`config.mk`:
```
export PLATFORM = sky130hd
export DESIGN_NAME = mem_port_arbiter
export DESIGN_NICKNAME = d
export VERILOG_FILES = /design/src/rtl/mem_port_arbiter.sv
export SDC_FILE = /design/constraint.sdc
export NUM_CORES = 1
export LEC_CHECK = 0
export CORE_MARGIN = 4
export CORE_UTILIZATION = 26
export CTS_CLUSTER_DIAMETER = 80
export DETAILED_ROUTE_END_ITERATION = 10
export PLACE_DENSITY = 0.81
export SLEW_MARGIN = 10
export SYNTH_ARGS = -nofsm -noshare
export SYNTH_HDL_FRONTEND = slang
export SYNTH_SLANG_ARGS = --single-unit
```
`constraint.sdc`:
```
create_clock -name clk -period 2.6 [get_ports clk]
set_clock_uncertainty 0.2 [all_clocks]
set_input_delay 0.52 -clock clk [delete_from_list [all_inputs] [get_ports clk]]
set_output_delay 0.52 -clock clk [all_outputs]
set_load 0.05 [all_outputs]
```
`src/rtl/mem_port_arbiter.sv`:
```
// Single-port memory arbiter: LSU has priority, and a saturating wait counter gives a starved fetch one forced grant.
// Read data returns one cycle after grant, steered by a registered tag; a losing requester sees stall and holds its request.
module mem_port_arbiter #(
  parameter int unsigned MAX_WAIT = 3,
  parameter int unsigned AW       = 8,
  parameter int unsigned DW       = 8
) (
  input  logic          clk,
  input  logic          rst,
  input  logic          if_req,
  input  logic [AW-1:0] if_addr,
  output logic          if_stall,
  output logic          if_valid,
  output logic [DW-1:0] if_rdata,
  input  logic [1:0]    ls_func,
  input  logic [AW-1:0] ls_addr,
  input  logic [DW-1:0] ls_wdata,
  output logic          ls_stall,
  output logic          ls_valid,
  output logic [DW-1:0] ls_rdata,
  output logic [AW-1:0] mem_addr,
  output logic [DW-1:0] mem_wdata,
  output logic          mem_re,
  output logic          mem_we,
  input  logic [DW-1:0] mem_rdata,
  output logic          err
);

  typedef enum logic [1:0] {
    PEND_NONE = 2'd0,
    PEND_IF   = 2'd1,
    PEND_LS   = 2'd2
  } pend_e;

  localparam logic [3:0] MAX_WAIT_C = 4'(MAX_WAIT);

  logic       ls_rd, ls_wr, ls_req;
  logic       force_if, grant_ls, grant_if;
  pend_e      pend_q, pend_d;
  logic [3:0] wait_q, wait_d;
  logic       err_q, err_d;

  always_comb begin
    ls_rd    = (ls_func == 2'b01);
    ls_wr    = (ls_func == 2'b10);
    ls_req   = ls_rd | ls_wr;
    force_if = if_req && (wait_q == MAX_WAIT_C);
    // Reset suppresses every grant so no strobe reaches memory while rst is high.
    grant_ls = !rst && ls_req && !force_if;
    grant_if = !rst && if_req && !grant_ls;
  end

  always_comb begin
    mem_addr  = '0;
    mem_wdata = '0;
    mem_re    = 1'b0;
    mem_we    = 1'b0;
    if (grant_ls) begin
      mem_addr  = ls_addr;
      mem_wdata = ls_wdata;
      mem_re    = ls_rd;
      mem_we    = ls_wr;
    end else if (grant_if) begin
      mem_addr  = if_addr;
      mem_re    = 1'b1;
    end
  end

  assign if_stall = !rst && if_req && !grant_if;
  assign ls_stall = !rst && ls_req && !grant_ls;

  always_comb begin
    pend_d = PEND_NONE;
    if (grant_ls && ls_rd) begin
      pend_d = PEND_LS;
    end else if (grant_if) begin
      pend_d = PEND_IF;
    end

    wait_d = wait_q;
    if (!if_req || grant_if) begin
      wait_d = 4'd0;
    end else if (if_stall && (wait_q != MAX_WAIT_C)) begin
      wait_d = wait_q + 4'd1;
    end

    err_d = err_q | (ls_func == 2'b11);
  end

  always_ff @(posedge clk) begin
    if (rst) begin
      pend_q <= PEND_NONE;
      wait_q <= 4'd0;
      err_q  <= 1'b0;
    end else begin
      pend_q <= pend_d;
      wait_q <= wait_d;
      err_q  <= err_d;
    end
  end

  // A read granted just before reset still has its tag set during the reset cycle; mask it there.
  assign if_valid = !rst && (pend_q == PEND_IF);
  assign ls_valid = !rst && (pend_q == PEND_LS);
  assign if_rdata = mem_rdata;
  assign ls_rdata = mem_rdata;
  assign err      = err_q;

endmodule

```
* Word-level counts from Yosys, hierarchy flattened
Index checks and enable logic that the tools add are counted.
** Storage, ports and cells
- Flip-flop bits (word level) :: 7
- Input bits :: 37
- Word-level logic and storage cells :: 41
** Operators by class
- $add $sub $neg :: 1
- Equality and inequality tests :: 7
- Mux-type cells :: 8
- Bitwise logic cells :: 2
- Reduce and logical (&&, ||, !) cells :: 19
** Operator list (count)
- two-way mux 8 bit :: 3
- logical AND 1 bit :: 11
- equality test 2 bit (second input constant) :: 3
- logical NOT 1 bit :: 5
- adder 4 x 1 -> 4 bit (second input constant) :: 1
- equality test 2 x 1 -> 1 bit (second input constant) :: 2
- equality test 4 x 2 -> 1 bit (second input constant) :: 1
- two-way mux 1 bit :: 4
- != test 4 x 2 -> 1 bit (second input constant) :: 1
- OR reduction 2 bit :: 2
- two-way mux 2 bit :: 1
- bitwise OR 1 bit :: 2
- logical OR 1 bit :: 1

* Longest topological paths before layout
Gate-level depths: netlist of the first run.
- Depth after elaboration :: 9
- Depth in mapped cells :: 5

* Worst setup path after synthesis of the first run
No wires, ideal clock.
- Kind :: input -> output
- From :: in ls_func[0]
- To :: out ls_stall
- Arrival time :: 2979 ps
- Path slack :: -1099 ps
- Stages on the path :: 4
- Buffers on the path :: 0
- Cell sequence :: inv_1 ha_1 or3b_1 nor4b_1
** Between the ends
- Longest elaborated chain between the ends :: 6
** Ends and longest elaborated chain
- start, declared :: line 15 : input logic [1:0] ls_func,
- equality test 2 x 1 -> 1 bit / equality test 2 bit (equally long branches) :: line 44, 45
- bitwise OR 1 bit * :: line 46 : ls_req = ls_rd | ls_wr;
- logical AND 1 bit * :: line 49, 70
- logical AND 1 bit :: line 49 : grant_ls = !rst && ls_req && !force_if;
- logical NOT 1 bit :: line 70 : assign ls_stall = !rst && ls_req && !grant_ls;
- logical AND 1 bit * :: line 70
- end, declared :: line 18 : output logic ls_stall,
Every way passes the cells marked *; elsewhere a longest branch is shown, timed or not.

* Worst setup path after layout of the first run
Same ends and word-level chain as after synthesis.

==> impl_metrics.toml, run 1 <==
[run_status]
result_of_the_run = "complete, no violations"

[global_routing]
grt.overflow.total = 0
largest_net_degree_at_the_start_of_global_routing = 11
grt_antenna_before_repair = 0
grt_use_total_pct = 14.8
first_global_vias = 755
grt_pass1_wl_mm = 3.64

[routing]
topRoutingLayerUsed = "met4"
via_per_inst = 4.67
drt.antenna.violating_nets = 0
met2_wirelength_mm = 1.25
wl_met1_microns = 687
wirelength_mm = 2.30
drc_errors = 0
routed-wl-met3_microns = 303
post_drt_wl_per_cell_microns = 15.8
violation_count_after_the_first_detailed_routing_iteration = 6
vias = 682
number_of_detailed_routing_iterations_run_before_antenna_repair = 4

[sta]
finalHoldWorstSlack_ps = 259
setup_viol = 0
finalHoldViolations = 0
setup_total_negative_slack_ps = 0
rsz0062_at_grt = "yes"
final-max-slew-violation-count = 0
max_clock_freq_mhz = 393
min_setup_slack_post_route_ps = 55.6
relSlewSlack_pct = 66.8
finalCritPeriodShare_pct = 97.9
period_minus_slack_ps = 2540
worst_tran_pin_value_ps = 497

[pwr]
switching_share_pct = 36.3
combinationalPowerShare_pct = 56.8
power.leakage_nw = 0.624
internal_power_mw = 0.321
clockPowerShare_pct = 20.7
total_power_mw = 0.504
vdd_ir_drop_max_mv = 0.316
power_density_nw_per_um2 = 341
pwr-share-seq_pct = 22.6
total_switching_power_mw = 0.183

[floorplanning]
std_cell_rows = 17
die_w_microns = 56.5
core_region_area_sq_um = 2230
die-area_sq_um = 3190
initial_core_util_pct = 27.4
design.portCount = 76
die_height_microns = 56.5

[synth]
async_reset_ff_share_pct = 0
dominantRegCellSynth = "sky130_fd_sc_hd__dfxtp_1"
synth_top_area_share_pct = 22.9
yosys.cell_types.count = 21
synth_seq_area_share_pct = 22.9
avgSynthCellArea_sq_um = 8.87
post_synth_most_frequent_cells = "sky130_fd_sc_hd__buf_4 (16), sky130_fd_sc_hd__and2_1 (11), sky130_fd_sc_hd__a22o_1 (8), sky130_fd_sc_hd__dfxtp_1 (7), sky130_fd_sc_hd__nor2_1 (5)"
synth.cell_area_sq_um = 612
synth_enable_flop_cells = 0
synth_most_common_cell = "sky130_fd_sc_hd__buf_4"
yosysTopAreaCell = "sky130_fd_sc_hd__dfxtp_1"
count_of_warnings_emitted_by_yosys = 0
syn-instance-count = 69
synth.area.top_cells = "sky130_fd_sc_hd__dfxtp_1 (23%), sky130_fd_sc_hd__buf_4 (20%), sky130_fd_sc_hd__a22o_1 (11%)"
postSynthNetCount = 110
synth_seq_cells = 7

[clock_network]
cts_made_buffers = 3
clk_pin_slew_ps = 60
clock_tree.root_cell = "sky130_fd_sc_hd__clkbuf_4"
tritoncts = "done"
clock_sinks = 7
htree_num_levels = 1
ctsLongestPathBuffers = 2
clk_latency_ps = 260

[place]
place.detailed.instances = 138
placement.setup.worst_slack_ps = -466
detailed_place_hpwl_mm = 1.82
port_buffers = 51
place_congestion = 0.646
placement.cell_area_sq_um = 1330

[critical_path]
worst-setup-path-type = "in -> out"
critPathMaxStageDelay_ps = 420
cpMaxStageDelayCell = "sky130_fd_sc_hd__or3b_4"
end_kind = "primary output"
worst_setup_path_start_kind = "input pin"
cp_data_required_time_ps = 1880
cp_num_buf_inv = 3
arrival_ps = 1820
gate_family_responsible_for_the_most_delay_along_the_worst_path = "simple AND/OR/NAND/NOR gates"
cp_max_fo = 3
cp_cell_instances = "clkbuf_2 -> inv_2 -> ha_4 -> or3b_4 -> nor4b_4 -> buf_12"

[run]
drv.max_cap_violation_count = 0

[worst_hold_path]
hold_path.class = "reg -> reg"

[final_layout]
finish.cell_count_without_fillers = 146
count_of_nets_after_finishing = 160
stdcell_area_sq_um = 1480
area_growth_syn_to_layout_pct = 141
fin_util_pct = 66.1
diodes = 0
share_of_cells_above_drive_strength_1_pct = 50.0
-- area by class of cell --
cell class	instances	area, sq um
clock buffers	3	22.5
repair buffers	63	836
fillers	177	758
flip-flops and latches	7	143
well taps	28	35.0
clock inverters	1	5.00
multi-input cells	41	423
inverters	3	11.3
-- power by group through the flow --
stage	logic [mW]	clock network, mW	registers, mW
2_1_floorplan	0.173	0	0.118
3_3_place_gp	0.261	0	0.115
3_5_place_dp	0.266	0	0.115
4_1_cts	0.293	0.106	0.113
5_1_grt	0.298	0.117	0.114
6_report	0.286	0.104	0.114
-- sequential cells by signal (all words and copies together) (netlist names) --
signal,cells
wait_q,4
pend_q,2
err,1
-- cells in the final DEF (no fill, tap or decap), types with 2 or more instances in the layout --
cell type                         Yosys  routed
sky130_fd_sc_hd__buf_12               0      22
sky130_fd_sc_hd__inv_1                3       2
sky130_fd_sc_hd__dfxtp_2              0       2
sky130_fd_sc_hd__and2_1              11       8
sky130_fd_sc_hd__dfxtp_1              7       5
sky130_fd_sc_hd__a22o_4               0       4
sky130_fd_sc_hd__buf_4               16       9
sky130_fd_sc_hd__clkdlybuf4s50_1      0      25
sky130_fd_sc_hd__nor2_1               5       4
sky130_fd_sc_hd__ha_4                 0       2
sky130_fd_sc_hd__clkbuf_4             0       3
sky130_fd_sc_hd__ha_1                 4       2
sky130_fd_sc_hd__and2_4               0       3
sky130_fd_sc_hd__a22o_1               8       4
sky130_fd_sc_hd__buf_6                1       2
sky130_fd_sc_hd__clkbuf_2             0       2
sky130_fd_sc_hd__nor3b_1              2       2
sky130_fd_sc_hd__dlygate4sd2_1        0       2
-- per-layer routing --
layer  GRT usage (%)  up-vias
met1            13.3      314
met3            8.28        9
met4            4.07        0
met5               0        -
li1                -      317
met2            27.9       42
-- path summary, 6_finish.rpt --
| kind | startpoint | end | slack [ps] | cells after the start |
|---|---|---|---|---|
| worst max-delay path | ls_func[0] | ls_stall | 60 | 6 |
| worst max register to register | wait_q[0] | pend_q[1] | 1020 | 6 |
| worst min register to register | wait_q[0] | wait_q[0] | 260 | 1 |
| worst min-delay path | wait_q[0] | wait_q[0] | 260 | 1 |
-- cells by family (layout without fill, tap and decap cells) --
| group | after synthesis | count (layout) | synth area share (%) |
|---|---|---|---|
| AOI/OAI and AO/OA | 11 | 11 | 17.6 |
| xor gates and xnor gates | 1 | 1 | 1.43 |
| adders and majority gates | 4 | 4 | 8.18 |
| buffers and inverters | 21 | 70 | 24.1 |
| DFF | 7 | 7 | 22.9 |
| muxes | 1 | 1 | 1.84 |
| and+or+nand+nor | 24 | 24 | 23.9 |
-- timing repair --
action | in CTS | in global routing
pin swaps | 7 | 9
buffers inserted | 4 | 1
setup endpoints to repair | 20 | 20
resized for setup | 22 | 6
hold buffers | 0 | 0
gates cloned | 1 | 0
Note: power is estimated with default switching activity, not from simulation.
==> run 2: changes to the inputs <==
--- a/config.mk
+++ b/config.mk
@@ -14,3 +14,4 @@
 export SYNTH_ARGS = -nofsm -noshare
 export SYNTH_HDL_FRONTEND = slang
 export SYNTH_SLANG_ARGS = --single-unit
+export TNS_END_PERCENT = 50
==> constraint.sdc (replaced) <==
create_clock -name clk -period 2.75 [get_ports clk]
set_clock_uncertainty 0.2 [all_clocks]
set_input_delay 0.55 -clock clk [delete_from_list [all_inputs] [get_ports clk]]
set_output_delay 0.55 -clock clk [all_outputs]
set_load 0.05 [all_outputs]
==> run 2 against run 1 <==
  * Sequential share of layout area fell by 0.097 points
  * Core utilization shrank 0.50 points
  * Final cell count is 0.68% lower
  * Combinational power decreased by 6%
  * Largest power group unchanged
==> impl_metrics.toml, run 2 (synthesized netlist as in run 1, its figures left out) <==
[routing]
vias = 664
number_of_detailed_routing_iterations_run_before_antenna_repair = 4
drt.antenna.violating_nets = 0
post_drt_wl_per_cell_microns = 16.0
via_per_inst = 4.58
drc_errors = 0
violation_count_after_the_first_detailed_routing_iteration = 3
wirelength_mm = 2.32

[global_routing]
grt_use_total_pct = 13.5
grt_pass1_wl_mm = 3.39
largest_net_degree_at_the_start_of_global_routing = 20
grt.overflow.total = 0
first_global_vias = 723
grt_antenna_before_repair = 0

[pwr]
power.leakage_nw = 0.612
vdd_ir_drop_max_mv = 0.197
power_density_nw_per_um2 = 321
total_power_mw = 0.470

[floorplanning]
std_cell_rows = 17
die-area_sq_um = 3190
die_w_microns = 56.5
die_height_microns = 56.5
core_region_area_sq_um = 2230
initial_core_util_pct = 27.4
design.portCount = 76

[clock_network]
clk_latency_ps = 240
cts_made_buffers = 3
tritoncts = "done"
htree_num_levels = 1
ctsLongestPathBuffers = 2
clk_pin_slew_ps = 50
clock_sinks = 7
hold_buffer_count_at_cts = 0
clock_tree.root_cell = "sky130_fd_sc_hd__clkbuf_4"

[critical_path]
cp_num_buf_inv = 5
rr_worst_depth = 7
critical_path_cell_count = 7
cp_data_required_time_ps = 2000
cpMaxStageDelayCell = "sky130_fd_sc_hd__clkdlybuf4s50_1"
cp_cell_instances = "clkdlybuf4s50_1 -> buf_4 -> a211oi_4 -> buf_6 -> clkbuf_16 -> and2_1 -> buf_12"
arrival_ps = 1970
gate_family_responsible_for_the_most_delay_along_the_worst_path = "buffers and inverters"
worst-setup-path-type = "in -> out"
worst_setup_path_start_kind = "input pin"
cp_max_fo = 9
end_kind = "primary output"
critPathMaxStageDelay_ps = 450

[sta]
period_minus_slack_ps = 2720
max_clock_freq_mhz = 368
finalCritPeriodShare_pct = 98.9
setup_viol = 0
worst_tran_pin_value_ps = 497
finalHoldViolations = 0
relSlewSlack_pct = 66.8
final-max-slew-violation-count = 0
rsz0062_at_grt = "yes"

[final_layout]
mostFrequentLayoutCells = "sky130_fd_sc_hd__clkdlybuf4s50_1 (26), sky130_fd_sc_hd__buf_12 (23), sky130_fd_sc_hd__and2_1 (11)"
most_common_cell_after_layout_fill_and_taps_aside = "sky130_fd_sc_hd__clkdlybuf4s50_1"
num-fill-cells = 170
area_growth_syn_to_layout_pct = 139
count_of_nets_after_finishing = 159
top_register = "wait_q"
stdcell_area_sq_um = 1460
share_of_cells_above_drive_strength_1_pct = 40.2
diodes = 0
largest_register_ffs = 4

[run]
drv.max_cap_violation_count = 0

[worst_hold_path]
min_path_cells = 1
hold_path.class = "reg -> reg"

[place]
placement.cell_area_sq_um = 1320
detailed_place_hpwl_mm = 1.84
place_congestion = 0.647
port_buffers = 51

[run_status]
result_of_the_run = "complete, no violations"
run 2: layout make-up:
type	count	area [sq um]	share of cell area [%]
repair buffers	62	872	59.6
well taps	28	35.0	2.39
clock buffers	4	26.3	1.79
flip-flops and latches	7	140	9.57
multi-input cells	41	379	25.9
inverters	3	11.3	0.769
run 2: power by group:
group | total (mW) | leakage, nW | switching (mW) | internal [mW]
registers | 0.107 | 0.0570 | 0.00204 | 0.105
clock network | 0.0924 | 0.0150 | 0.0371 | 0.0553
logic | 0.270 | 0.540 | 0.124 | 0.146
run 2: final timing paths:
path	slack [ps]	endpoint	startpoint
worst max-delay path	30	mem_wdata[5]	rst
worst min-delay path	260	wait_q[0]	wait_q[0]
worst max register to register	1030	pend_q[1]	wait_q[0]
worst min register to register	260	wait_q[0]	wait_q[0]
run 2: stage by stage:
step	hold WS (ps)	TNS (ps)	setup slack, ps	util [%]	cells
finish	261	0	29.0	65.5	145
global route	302	-334	-54.2	65.5	145
CTS	260	0	14.2	61.5	141
global placement	237	-3870	-337	59.3	137
floorplan	233	-44.8	-44.8	-	69
detailed placement	252	-4490	-355	59.3	137
run 2: what timing repair did:
action                                  4_1_cts  5_1_grt
pin swaps                                     3        3
gates resized for setup                       8        6
cloned                                        0        2
setup buffers                                 0        2
endpoints found under the setup margin       20        8
run 2: routing by layer:
metal	track usage, %	wire, microns
met3	6.21	270
met4	5.42	42
met2	26.7	1290
met1	11.3	716
met5	0	0
==> run 3: changes to the inputs <==
--- a/config.mk
+++ b/config.mk
@@ -5,10 +5,12 @@
 export SDC_FILE = /design/constraint.sdc
 export NUM_CORES = 1
 export LEC_CHECK = 0
+export CAP_MARGIN = 0
 export CORE_MARGIN = 4
 export CORE_UTILIZATION = 26
 export CTS_CLUSTER_DIAMETER = 80
 export DETAILED_ROUTE_END_ITERATION = 10
+export GPL_ROUTABILITY_DRIVEN = 0
 export PLACE_DENSITY = 0.81
 export SLEW_MARGIN = 10
 export SYNTH_ARGS = -nofsm -noshare
==> results of run 3 <==
Final layout, timing and power as in run 2 (identical DEF).
